[config.mk]
export PLATFORM = sky130hd
export DESIGN_NAME = mem_access_seq
export DESIGN_NICKNAME = d
export VERILOG_FILES = /design/src/rtl/mem_access_seq.sv
export SDC_FILE = /design/constraint.sdc
export NUM_CORES = 1
export LEC_CHECK = 0
export CAP_MARGIN = 40
export CORE_AREA = 4 4 88 74
export CTS_BUF_LIST = sky130_fd_sc_hd__clkbuf_8
export CTS_CLUSTER_DIAMETER = 40
export CTS_CLUSTER_SIZE = 14
export DETAILED_ROUTE_END_ITERATION = 8
export DIE_AREA = 0 0 92 78
export PLACE_DENSITY = 0.89
export SYNTH_ARGS = -nofsm -noshare
export SYNTH_HDL_FRONTEND = slang
export SYNTH_SLANG_ARGS = --single-unit
[constraint.sdc]
create_clock -name clk -period 3.9 [get_ports clk]
set_input_delay 0.585 -clock clk [delete_from_list [all_inputs] [get_ports clk]]
set_output_delay 0.585 -clock clk [all_outputs]
set_load 0.01 [all_outputs]
[src/rtl/mem_access_seq.sv]
// ============================================================================
//  Module      : mem_access_seq
//  Description : Memory access sequencer for the multicycle datapath.
//                Arbitrates fetch / load-store / exception-vector reads
//                (priority exc > data > fetch), drives the IorD address
//                select, pulses mem_wr for stores, waits out MEM_LAT read
//                cycles, captures read data and pulses a per-owner done.
//  Options     : `define MEM_ACCESS_SEQ_PERF_EN builds the 32-bit access
//                counter on acc_count; otherwise acc_count is tied to 0.
//  Revision    : 1.0 - initial release
// ============================================================================
`default_nettype none
`timescale 1ns/1ps

module mem_access_seq #(
  parameter int MEM_LAT = 1            // read latency in cycles, 1..15
) (
  input  logic        clk,
  input  logic        reset,
  input  logic        fetch_req,
  input  logic        data_req,
  input  logic        data_we,
  input  logic        exc_req,
  input  logic [31:0] mem_rdata,
  output logic [1:0]  IorD,
  output logic        mem_wr,
  output logic [31:0] rdata,
  output logic        fetch_done,
  output logic        data_done,
  output logic        exc_done,
  output logic        busy,
  output logic [31:0] acc_count
);

  // FSM state encoding
  localparam logic [1:0] S_IDLE  = 2'd0;
  localparam logic [1:0] S_ISSUE = 2'd1;
  localparam logic [1:0] S_WAIT  = 2'd2;
  localparam logic [1:0] S_DONE  = 2'd3;

  // Owner codes double as the IorD select values
  localparam logic [1:0] OWN_FETCH = 2'b00;
  localparam logic [1:0] OWN_DATA  = 2'b01;
  localparam logic [1:0] OWN_EXC   = 2'b10;

  // Counter preload: WAIT lasts MEM_LAT cycles, ending when the count is 0
  localparam logic [3:0] LAT_LOAD = 4'(MEM_LAT - 1);

  logic [1:0]  state_q, state_d;
  logic [1:0]  owner_q, owner_d;   // also the registered IorD value
  logic        we_q,    we_d;      // store flag latched at grant
  logic [3:0]  cnt_q,   cnt_d;
  logic [31:0] rdata_q, rdata_d;

  logic        any_req;
  logic [1:0]  winner;
  logic        winner_we;

  // Fixed-priority arbitration among the pending requests
  always_comb begin
    any_req   = exc_req | data_req | fetch_req;
    winner    = OWN_FETCH;
    winner_we = 1'b0;
    if (exc_req) begin
      winner = OWN_EXC;
    end else if (data_req) begin
      winner    = OWN_DATA;
      winner_we = data_we;
    end
  end

  // State register and datapath registers, asynchronously cleared
  always_ff @(posedge clk or posedge reset) begin
    if (reset) begin
      state_q <= S_IDLE;
      owner_q <= OWN_FETCH;
      we_q    <= 1'b0;
      cnt_q   <= 4'd0;
      rdata_q <= 32'd0;
    end else begin
      state_q <= state_d;
      owner_q <= owner_d;
      we_q    <= we_d;
      cnt_q   <= cnt_d;
      rdata_q <= rdata_d;
    end
  end

  // Next-state logic
  always_comb begin
    state_d = state_q;
    case (state_q)
      S_IDLE: begin
        if (any_req) begin
          state_d = S_ISSUE;
        end
      end
      S_ISSUE: begin
        state_d = we_q ? S_DONE : S_WAIT;
      end
      S_WAIT: begin
        if (cnt_q == 4'd0) begin
          state_d = S_DONE;
        end
      end
      S_DONE: begin
        // Always return to IDLE so a held request is re-arbitrated fresh
        state_d = S_IDLE;
      end
      default: begin
        state_d = S_IDLE;
      end
    endcase
  end

  // Grant latch, latency counter and read-data capture
  always_comb begin
    owner_d = owner_q;
    we_d    = we_q;
    cnt_d   = cnt_q;
    rdata_d = rdata_q;
    case (state_q)
      S_IDLE: begin
        // IorD only moves on the IDLE->ISSUE edge; otherwise it holds
        if (any_req) begin
          owner_d = winner;
          we_d    = winner_we;
        end
      end
      S_ISSUE: begin
        if (!we_q) begin
          cnt_d = LAT_LOAD;
        end
      end
      S_WAIT: begin
        if (cnt_q == 4'd0) begin
          rdata_d = mem_rdata;
        end else begin
          cnt_d = cnt_q - 4'd1;
        end
      end
      default: begin
      end
    endcase
  end

  // Outputs decoded from registered state only (no input-to-output paths)
  always_comb begin
    IorD       = owner_q;
    rdata      = rdata_q;
    busy       = (state_q != S_IDLE);
    mem_wr     = 1'b0;
    fetch_done = 1'b0;
    data_done  = 1'b0;
    exc_done   = 1'b0;
    if (state_q == S_ISSUE && owner_q == OWN_DATA && we_q) begin
      mem_wr = 1'b1;
    end
    if (state_q == S_DONE) begin
      fetch_done = (owner_q == OWN_FETCH);
      data_done  = (owner_q == OWN_DATA);
      exc_done   = (owner_q == OWN_EXC);
    end
  end

`ifdef MEM_ACCESS_SEQ_PERF_EN
  logic [31:0] acc_q;

  // Count one completed access per DONE cycle, wrapping naturally
  always_ff @(posedge clk or posedge reset) begin
    if (reset) begin
      acc_q <= 32'd0;
    end else if (state_q == S_DONE) begin
      acc_q <= acc_q + 32'd1;
    end
  end

  assign acc_count = acc_q;
`else
  assign acc_count = 32'd0;
`endif

endmodule

`default_nettype wire
== Word-level counts from Yosys, hierarchy flattened ==
Index checks and enable logic that the tools add are counted.

* $add $sub $neg: 1
* Equal/unequal tests: 9
* Multiplexer cells: 15
* Bitwise logic cells: 2
* Reduce and logical (&&, ||, !) cells: 11

{| class="wikitable"
|+ Operators by type and width
! operator !! count
|-
| 2-to-1 mux 1 bit || 8
|-
| 2-to-1 mux 4 bit || 2
|-
| inequality test 2 bit (second input constant) || 4
|-
| case mux 2 bit (4 select lines) || 1
|-
| case mux 4 bit (2 select lines) || 1
|-
| equality test 2 bit (second input constant) || 3
|-
| 2-to-1 mux 2 bit || 3
|-
| AND reduction 2 bit || 3
|-
| equality test 2 x 1 -> 1 bit (second input constant) || 2
|-
| zero test 2 bit || 2
|-
| zero test 4 bit || 1
|-
| nonzero test 2 bit || 2
|-
| subtractor 4 x 1 -> 4 bit (second input constant) || 1
|-
| AND reduction 3 bit || 1
|-
| logical AND 1 bit || 2
|-
| bitwise OR 1 bit || 2
|}

* Register bits: 41
* Bits of input ports: 38
* Word-level logic and storage cells: 43

== Logic depth before layout (Yosys ltp) ==
Gate-level depths: netlist of the first run.

* Depth after elaboration: 4
* Depth in mapped cells: 8
* Depth with buffers taken out: 5

== Worst setup path after synthesis of the first run ==
No wires, ideal clock.

* Kind: register to register
* Start point: register state_q[0]
* End point: register rdata_q[0] (netlist: rdata[0])
* Arrival time: 1.585 ns
* Setup slack: 2.190 ns
* Cell stages (with the launch flop): 8
* Buffers on the path: 3
* Period minus slack after synthesis: 1.710 ns
* Cells stage by stage: dfrtp_1 -> inv_1 -> ha_1 -> buf_2 -> and4bb_1 -> buf_6 -> buf_12 -> mux2_4

* Cells in the longest elaborated chain, start to end: 2

{| class="wikitable"
|+ Ends and longest elaborated chain
! element !! line !! source
|-
| start: declaration || 49 || <nowiki>logic [1:0] state_q, state_d;</nowiki>
|-
| start signal: assignment || 81 || <nowiki>state_q <= state_d;</nowiki>
|-
| equality test 2 bit || 122 || <nowiki>case (state_q)</nowiki>
|-
| AND reduction 2 bit (no line) || n/a ||
|-
| end signal: assignment || 85 || <nowiki>rdata_q <= rdata_d;</nowiki>
|-
| end: declaration || 53 || <nowiki>logic [31:0] rdata_q, rdata_d;</nowiki>
|}

No other way between the ends.
A chain may end at the register's enable or synchronous reset.

== Final worst setup path of the first run ==
* Start point: register state_q[1]
* End point: output mem_wr

* Cells in the longest elaborated chain, start to end: 4

{| class="wikitable"
|+ Ends and longest elaborated chain
! element !! line !! source
|-
| equality test 2 x 1 -> 1 bit || 156 || <nowiki>if (state_q == S_ISSUE && owner_q == OWN_DATA && we_q) begin</nowiki>
|-
| logical AND 1 bit (2 in a row) || 156 ||
|-
| 2-to-1 mux 1 bit || 156 ||
|-
| end: declaration || 26 || <nowiki>output logic mem_wr,</nowiki>
|}

No other way between the ends.

==> out/metrics.yaml, run 1 <==
outcome:
  status: "completed"
min_path:
  holdPathStages: 1
  min_to: "rdata[18]"
  hold_class: "register to register"
  hp-start: "rdata[18]"
layout:
  antenna_cells: 0
  design_area_um2: 2980
  area_growth_pct: 36.3
  ff_latch_area_um2: 1030
  drive_gt1_frac: 0.189
  fillers: 495
  multi_input_area_um2: 928
  nets: 286
synth:
  synthXorXnorAreaFrac: 0
  synth_cell_types: 36
  synth-async-reset-ratio: 1.00
  ys_seq_area_frac: 0.470
  synthSimpleGateAreaFrac: 0.0624
  synth_top_cell_area_share: 0.470
  synth_top_family_by_area: "multiplexers"
  yosys.area.top_type: "dfrtp_1"
  yosys_warnings: 0
  ys_ff_latch: 41
  synth_ff_type: "dfrtp_1"
  yosys-mux-area-fraction: 0.216
  synth_edf_count: 0
  syn_area_um2: 2180
  avgSynthCellArea_um2: 13.4
  synth_compound_area_frac: 0.0567
  synth_area_leaders: "dfrtp_1 47%, mux2_4 19%, buf_4 11%"
  syn_inst: 163
  synth-adder-area-share: 0.0344
cts:
  cts_tree: "done"
  clock-root-buffer: "clkbuf_8"
  clk_latency_ns: 0.29
  cts_setup_buffers: 0
  cts-buffers-inserted: 5
  clock_path_buffers: 2
  hold_buffers: 0
  clk_pin_slew_ns: 0.08
  htreeDepth: 2
  cts_num_sinks: 41
  cts_resized: 0
timing:
  slew_viol_final: 0
  hold_violations: 0
  rsz0062_at_grt: "false"
  tns_ns: 0
  setup_viol: 0
  slew_headroom: 0.622
  period_share: 0.652
  worstMarginPinSlew_ns: 0.567
  skew_ns: 0.00985
  period_needed_ns: 2.54
  fmax_mhz: 394
power:
  power_leakage_nw: 1.31
  ir_drop_mv: 0.200
  power_density_nw_per_um2: 805
floorplanning:
  core_area_um2: 5690
  ios: 109
  design.die.area_um2: 7180
  rows: 25
  die_h_um: 78
  die_w_um: 92
  start_util: 0.384
drt:
  routedWlPerCell_um: 13.7
  drcViolationCount: 0
  vias: 1390
  antenna_left: 0
  drt-total-wl_mm: 4.44
  viasPerCell: 4.29
  drt_iter0_markers: 25
  drt-pass1-iter-count: 4
worst_setup_path:
  required_ns: 3.31
  worst_ep_arrival_time_ns: 1.96
  r2r_cells: 5
  cp-start-kind: "register"
  r2r-start: "state_q[0]"
  reg2reg_to: "rdata[5]"
  critical_path_class: "register to primary output"
  ff2ff_setup_slack_ns: 1.47
  crit_path_end_kind: "primary output"
  critPathLaunch: "state_q[1]"
  crit_fanout: 5
placed_design:
  placed_cell_area_um2: 2860
  place.gp.congestion: 0.733
  hpwl_mm: 3.38
  port_buffers: 76
grt:
  groute.usage.overall: 0.119
  grt_pass1_wl_mm: 6.84
  grt_pass1_vias: 1371
  grt-ovfl-total: 0
  grt_max_degree: 42
  antenna_found_initial: 0
job:
  cap_violations: 0
[worst max-delay path, stage by stage, from the launching register on]
cell	delay, ns
dfrtp_1	0.44
inv_1	0.13
ha_1	0.21
nand2_1	0.13
nor3_1	0.18
clkdlybuf4s50_1	0.58
[area by class of cell]
type                       count  share of cell area
clock buffer                   5              0.0231
multi-input combinational    108               0.312
timing repair buffer          78               0.261
inverter                       8              0.0101
tap                           81              0.0340
sequential                    41               0.345
clock inverter                 3              0.0156
[how the worst max path moves through the flow]
stage	cells after the start	endpoint	slack [ns]
2_1_floorplan	7	rdata[0]	2.19
3_3_place_gp	5	rdata[5]	1.56
3_5_place_dp	5	rdata[29]	1.49
4_1_cts	5	mem_wr	1.35
5_1_grt	5	mem_wr	1.24
6_report	5	mem_wr	1.36
[logic make-up after synthesis]
| group | Yosys count |
|---|---|
| adder cells (fa/ha/maj) | 6 |
| other | 1 |
| buffers and inverters | 45 |
| AND/OR/NAND/NOR | 21 |
| AO/OA/AOI/OAI | 16 |
| multiplexers | 33 |
| flip-flops | 41 |
[per-stage QoR]
stage	hold slack, ns	utilization	std cells	power, mW	setup WS [ns]
5_1_grt	0.528	0.523	324	2.54	1.24
6_report	0.512	0.523	324	2.40	1.36
3_3_place_gp	0.492	0.503	316	2.03	1.56
2_1_floorplan	0.501	-	194	1.59	2.19
3_5_place_dp	0.493	0.503	316	2.07	1.49
4_1_cts	0.516	0.523	324	2.42	1.35
[cell usage after synthesis (all sizes together) (2+ instances only)]
cell,number
dfrtp,41
buf,37
mux2,33
inv,8
ha,6
nor3,4
o21ai,4
nand2,3
a21oi,2
a2bb2oi,2
nand2b,2
nand4b,2
nor3b,2
o22ai,2
[layout by cell type (no fill, tap or decap), drive strengths merged, types with 2 or more instances in the layout]
cell type,instances
clkbuf,5
clkinv,2
inv,7
dfrtp,41
buf,2
nand2b,2
ha,6
conb,32
a21oi,2
nor3,4
nand4b,2
o22ai,2
o21ai,4
a2bb2oi,2
mux2,33
nor3b,2
nand2,3
clkdlybuf4s50,76
[report_power, final]
part	internal [mW]	total [mW]	switching [mW]
logic	0.785	1.26	0.474
registers	0.647	0.796	0.149
clock network	0.192	0.342	0.151
total	1.62	2.40	0.773
[registers in the layout (all words and copies together), names as in the netlist]
name	cells
state_q	2
we_q	1
rdata	32
IorD	2
cnt_q	4
[metal layers]
metal	global-route usage	routed length, µm	part of all wire
met1	0.149	1910	0.43
met2	0.198	2130	0.48
met3	0.0455	368	0.083
met4	0.0223	24	0.0054
met5	0	0	0
Note: power is estimated with default switching activity, not from simulation.
==> run 2, diff against run 1 <==
- CORE_AREA: 4 4 88 74 -> 4 4 91 76
- DIE_AREA: 0 0 92 78 -> 0 0 95 80
- PLACE_DENSITY: 0.89 -> 0.88
- clock period: 3.9 -> 2.05 ns (I/O delays scaled with it)
==> run 2 against run 1 <==
Effect of this change: global-route usage is 0.46 points higher; setup slack worse by 1.3 ns; combinational power is 98% higher; sequential power is 88% higher; clock skew is 0.0062 ns lower; final cell count is 1.2% higher.
==> out/metrics.yaml, run 2 (synthesis gave the netlist of run 1 again) <==
power:
  switching_power_mw: 1.49  # +93%
  power_mw: 4.67  # +95%
  seq_power_share: 0.321  # -0.011
  p_clk_frac: 0.145  # +0.002
  power_leakage_nw: 1.36  # +3.6%
  ir_drop_mv: 0.449  # +120%
  internal_power_mw: 3.18  # +96%
  swShare: 0.319  # -0.00350
  power_density_nw_per_um2: 1540  # +92%
  p_comb_frac: 0.534  # +0.009
floorplanning:
  ios: 109  # unchanged
  start_util: 0.371  # -0.0122
  design.die.area_um2: 7600  # +5.9%
  core_area_um2: 5880  # +3.3%
  rows: 25  # unchanged
  die_h_um: 80  # +2.6%
  die_w_um: 95  # +3.3%
timing:
  worstMarginPinSlew_ns: 0.512  # -0.0547 ns
  timing.hold.ws_ns: 0.446  # -0.0660 ns
  slew_headroom: 0.658  # +0.0365
  rsz0062_at_grt: "true"
  skew_ns: 0.00360  # -0.00624 ns
  setup_viol: 0  # unchanged
  period_share: 0.953
  hold_violations: 0  # unchanged
  fmax_mhz: 512
  tns_ns: 0  # unchanged
  period_needed_ns: 1.95
  slew_viol_final: 0  # unchanged
placed_design:
  port_buffers: 76  # unchanged
  place.gp.congestion: 0.698  # -4.8%
  hpwl_mm: 3.58  # +6.0%
outcome:
  status: "completed"
layout:
  area_growth_pct: 38.6
  fillers: 520  # +5.1%
  drive_gt1_frac: 0.206  # +0.0172
  post-route-util: 0.515  # -0.00796
  largest_reg_flops: 32  # unchanged
  layout_commonest_cell: "clkdlybuf4s50_1"
  nets: 290  # +1.4%
  antenna_cells: 0  # unchanged
  multi_input_area_um2: 931  # +0.27%
  ff_latch_area_um2: 1030  # unchanged
  mostFrequentLayoutCells: "74 x clkdlybuf4s50_1, 41 x dfrtp_1, 32 x conb_1"
cts:
  htreeDepth: 2  # unchanged
  cts_tree: "done"
  cts-buffers-inserted: 5  # unchanged
  hold_buffers: 0  # unchanged
  clock-root-buffer: "clkbuf_8"
  clk_latency_ns: 0.29  # about the same
  clk_pin_slew_ns: 0.08  # about the same
  clock_path_buffers: 2  # unchanged
  cts_num_sinks: 41  # unchanged
job:
  cap_violations: 0  # unchanged
worst_setup_path:
  critical_path_class: "register to primary output"
  crit_fanout: 5  # unchanged
  required_ns: 1.74  # -1.57 ns
  worst_ep_arrival_time_ns: 1.65  # -0.31 ns
  slowest_delay_ns: 0.56  # -0.02 ns
  crit_path_end_kind: "primary output"
  cp_cell_sequence: "ha_1 -> nor3b_1 -> clkdlybuf4s50_1"
  crit_family: "buffers and inverters"
  worst-path-buf-inv: 1  # -1
  critical_path.slowest_cell: "clkdlybuf4s50_1"
  cp-start-kind: "register"
drt:
  drt_iter0_markers: 54  # +120%
  vias: 1432  # +3.0%
  viasPerCell: 4.37  # +1.8%
  antenna_left: 0  # unchanged
  drcViolationCount: 0  # unchanged
  drt-pass1-iter-count: 4  # unchanged
  routedWlPerCell_um: 14.6  # +6.6%
  drt-total-wl_mm: 4.79  # +7.9%
grt:
  grt_max_degree: 42  # unchanged
  grt_pass1_vias: 1425  # +3.9%
  groute.usage.overall: 0.124  # +0.00463
  grt_pass1_wl_mm: 7.18  # +4.9%
  grt-ovfl-total: 0  # unchanged
  antenna_found_initial: 0  # unchanged
min_path:
  hold_class: "primary input to asynchronous set/reset pin"
## run 2: worst paths after layout
path                            start    endpoint  slack (ns)  depth (start not counted)
max in group asynchronous       reset   rdata[19]        1.25                          3
setup / recovery           state_q[1]  fetch_done         0.1                          3
min in group clk            rdata[28]   rdata[28]        0.51                          1
hold reg to reg             rdata[28]   rdata[28]        0.51                          1
hold / removal                  reset    rdata[8]        0.45                          3
setup reg to reg             cnt_q[0]  state_q[1]        0.22                          5
## run 2: final cells by class
type	instances	share of cell area
Multi-Input combinational cell	108	0.307
Clock buffer	6	0.0273
Clock inverter	2	0.0124
Inverter	8	0.00992
Timing Repair Buffer	82	0.271
Tap cell	81	0.0335
Sequential cell	41	0.339
## run 2: through the flow
| stage | std cells | setup slack (ns) | area [µm²] |
|---|---|---|---|
| 2_1_floorplan | 194 | 0.340 | 2300 |
| 3_3_place_gp | 318 | 0.240 | 2890 |
| 3_5_place_dp | 318 | 0.179 | 2890 |
| 4_1_cts | 326 | 0.0380 | 3010 |
| 5_1_grt | 328 | -0.0294 | 3030 |
| 6_report | 328 | 0.0964 | 3030 |
## run 2: repair_timing
item | 4_1_cts | 5_1_grt
resized for setup | 2 | 1
buffers inserted | 0 | 2
endpoints found under the setup margin | 2 | 3
## run 2: metal layers
layer	share of wire	wire length, µm	up-vias	GRT usage
li1	-	-	668	-
met1	0.43	2070	702	0.157
met2	0.49	2360	60	0.205
met3	0.068	327	2	0.0302
met4	0.0075	36	0	0.0432
met5	0	0	-	0
## run 2: power by group through the flow
stage	registers [mW]	logic (mW)	clock network, mW
floorplan	1.64	1.38	0
global placement	1.49	2.43	0
detailed placement	1.52	2.48	0
CTS	1.51	2.49	0.706
global route	1.57	2.68	0.742
finish	1.50	2.49	0.677
## run 2: tightest hold or removal path, cell delays in order
cell	delay [ns]
clkdlybuf4s50_1	0.40
clkinv_1	0.05
buf_4	0.43
==> run 3, diff against run 2 <==
- CAP_MARGIN: 40 -> default
==> results of run 3 <==
No change in the layout: final DEF, timing and power equal those of run 2.
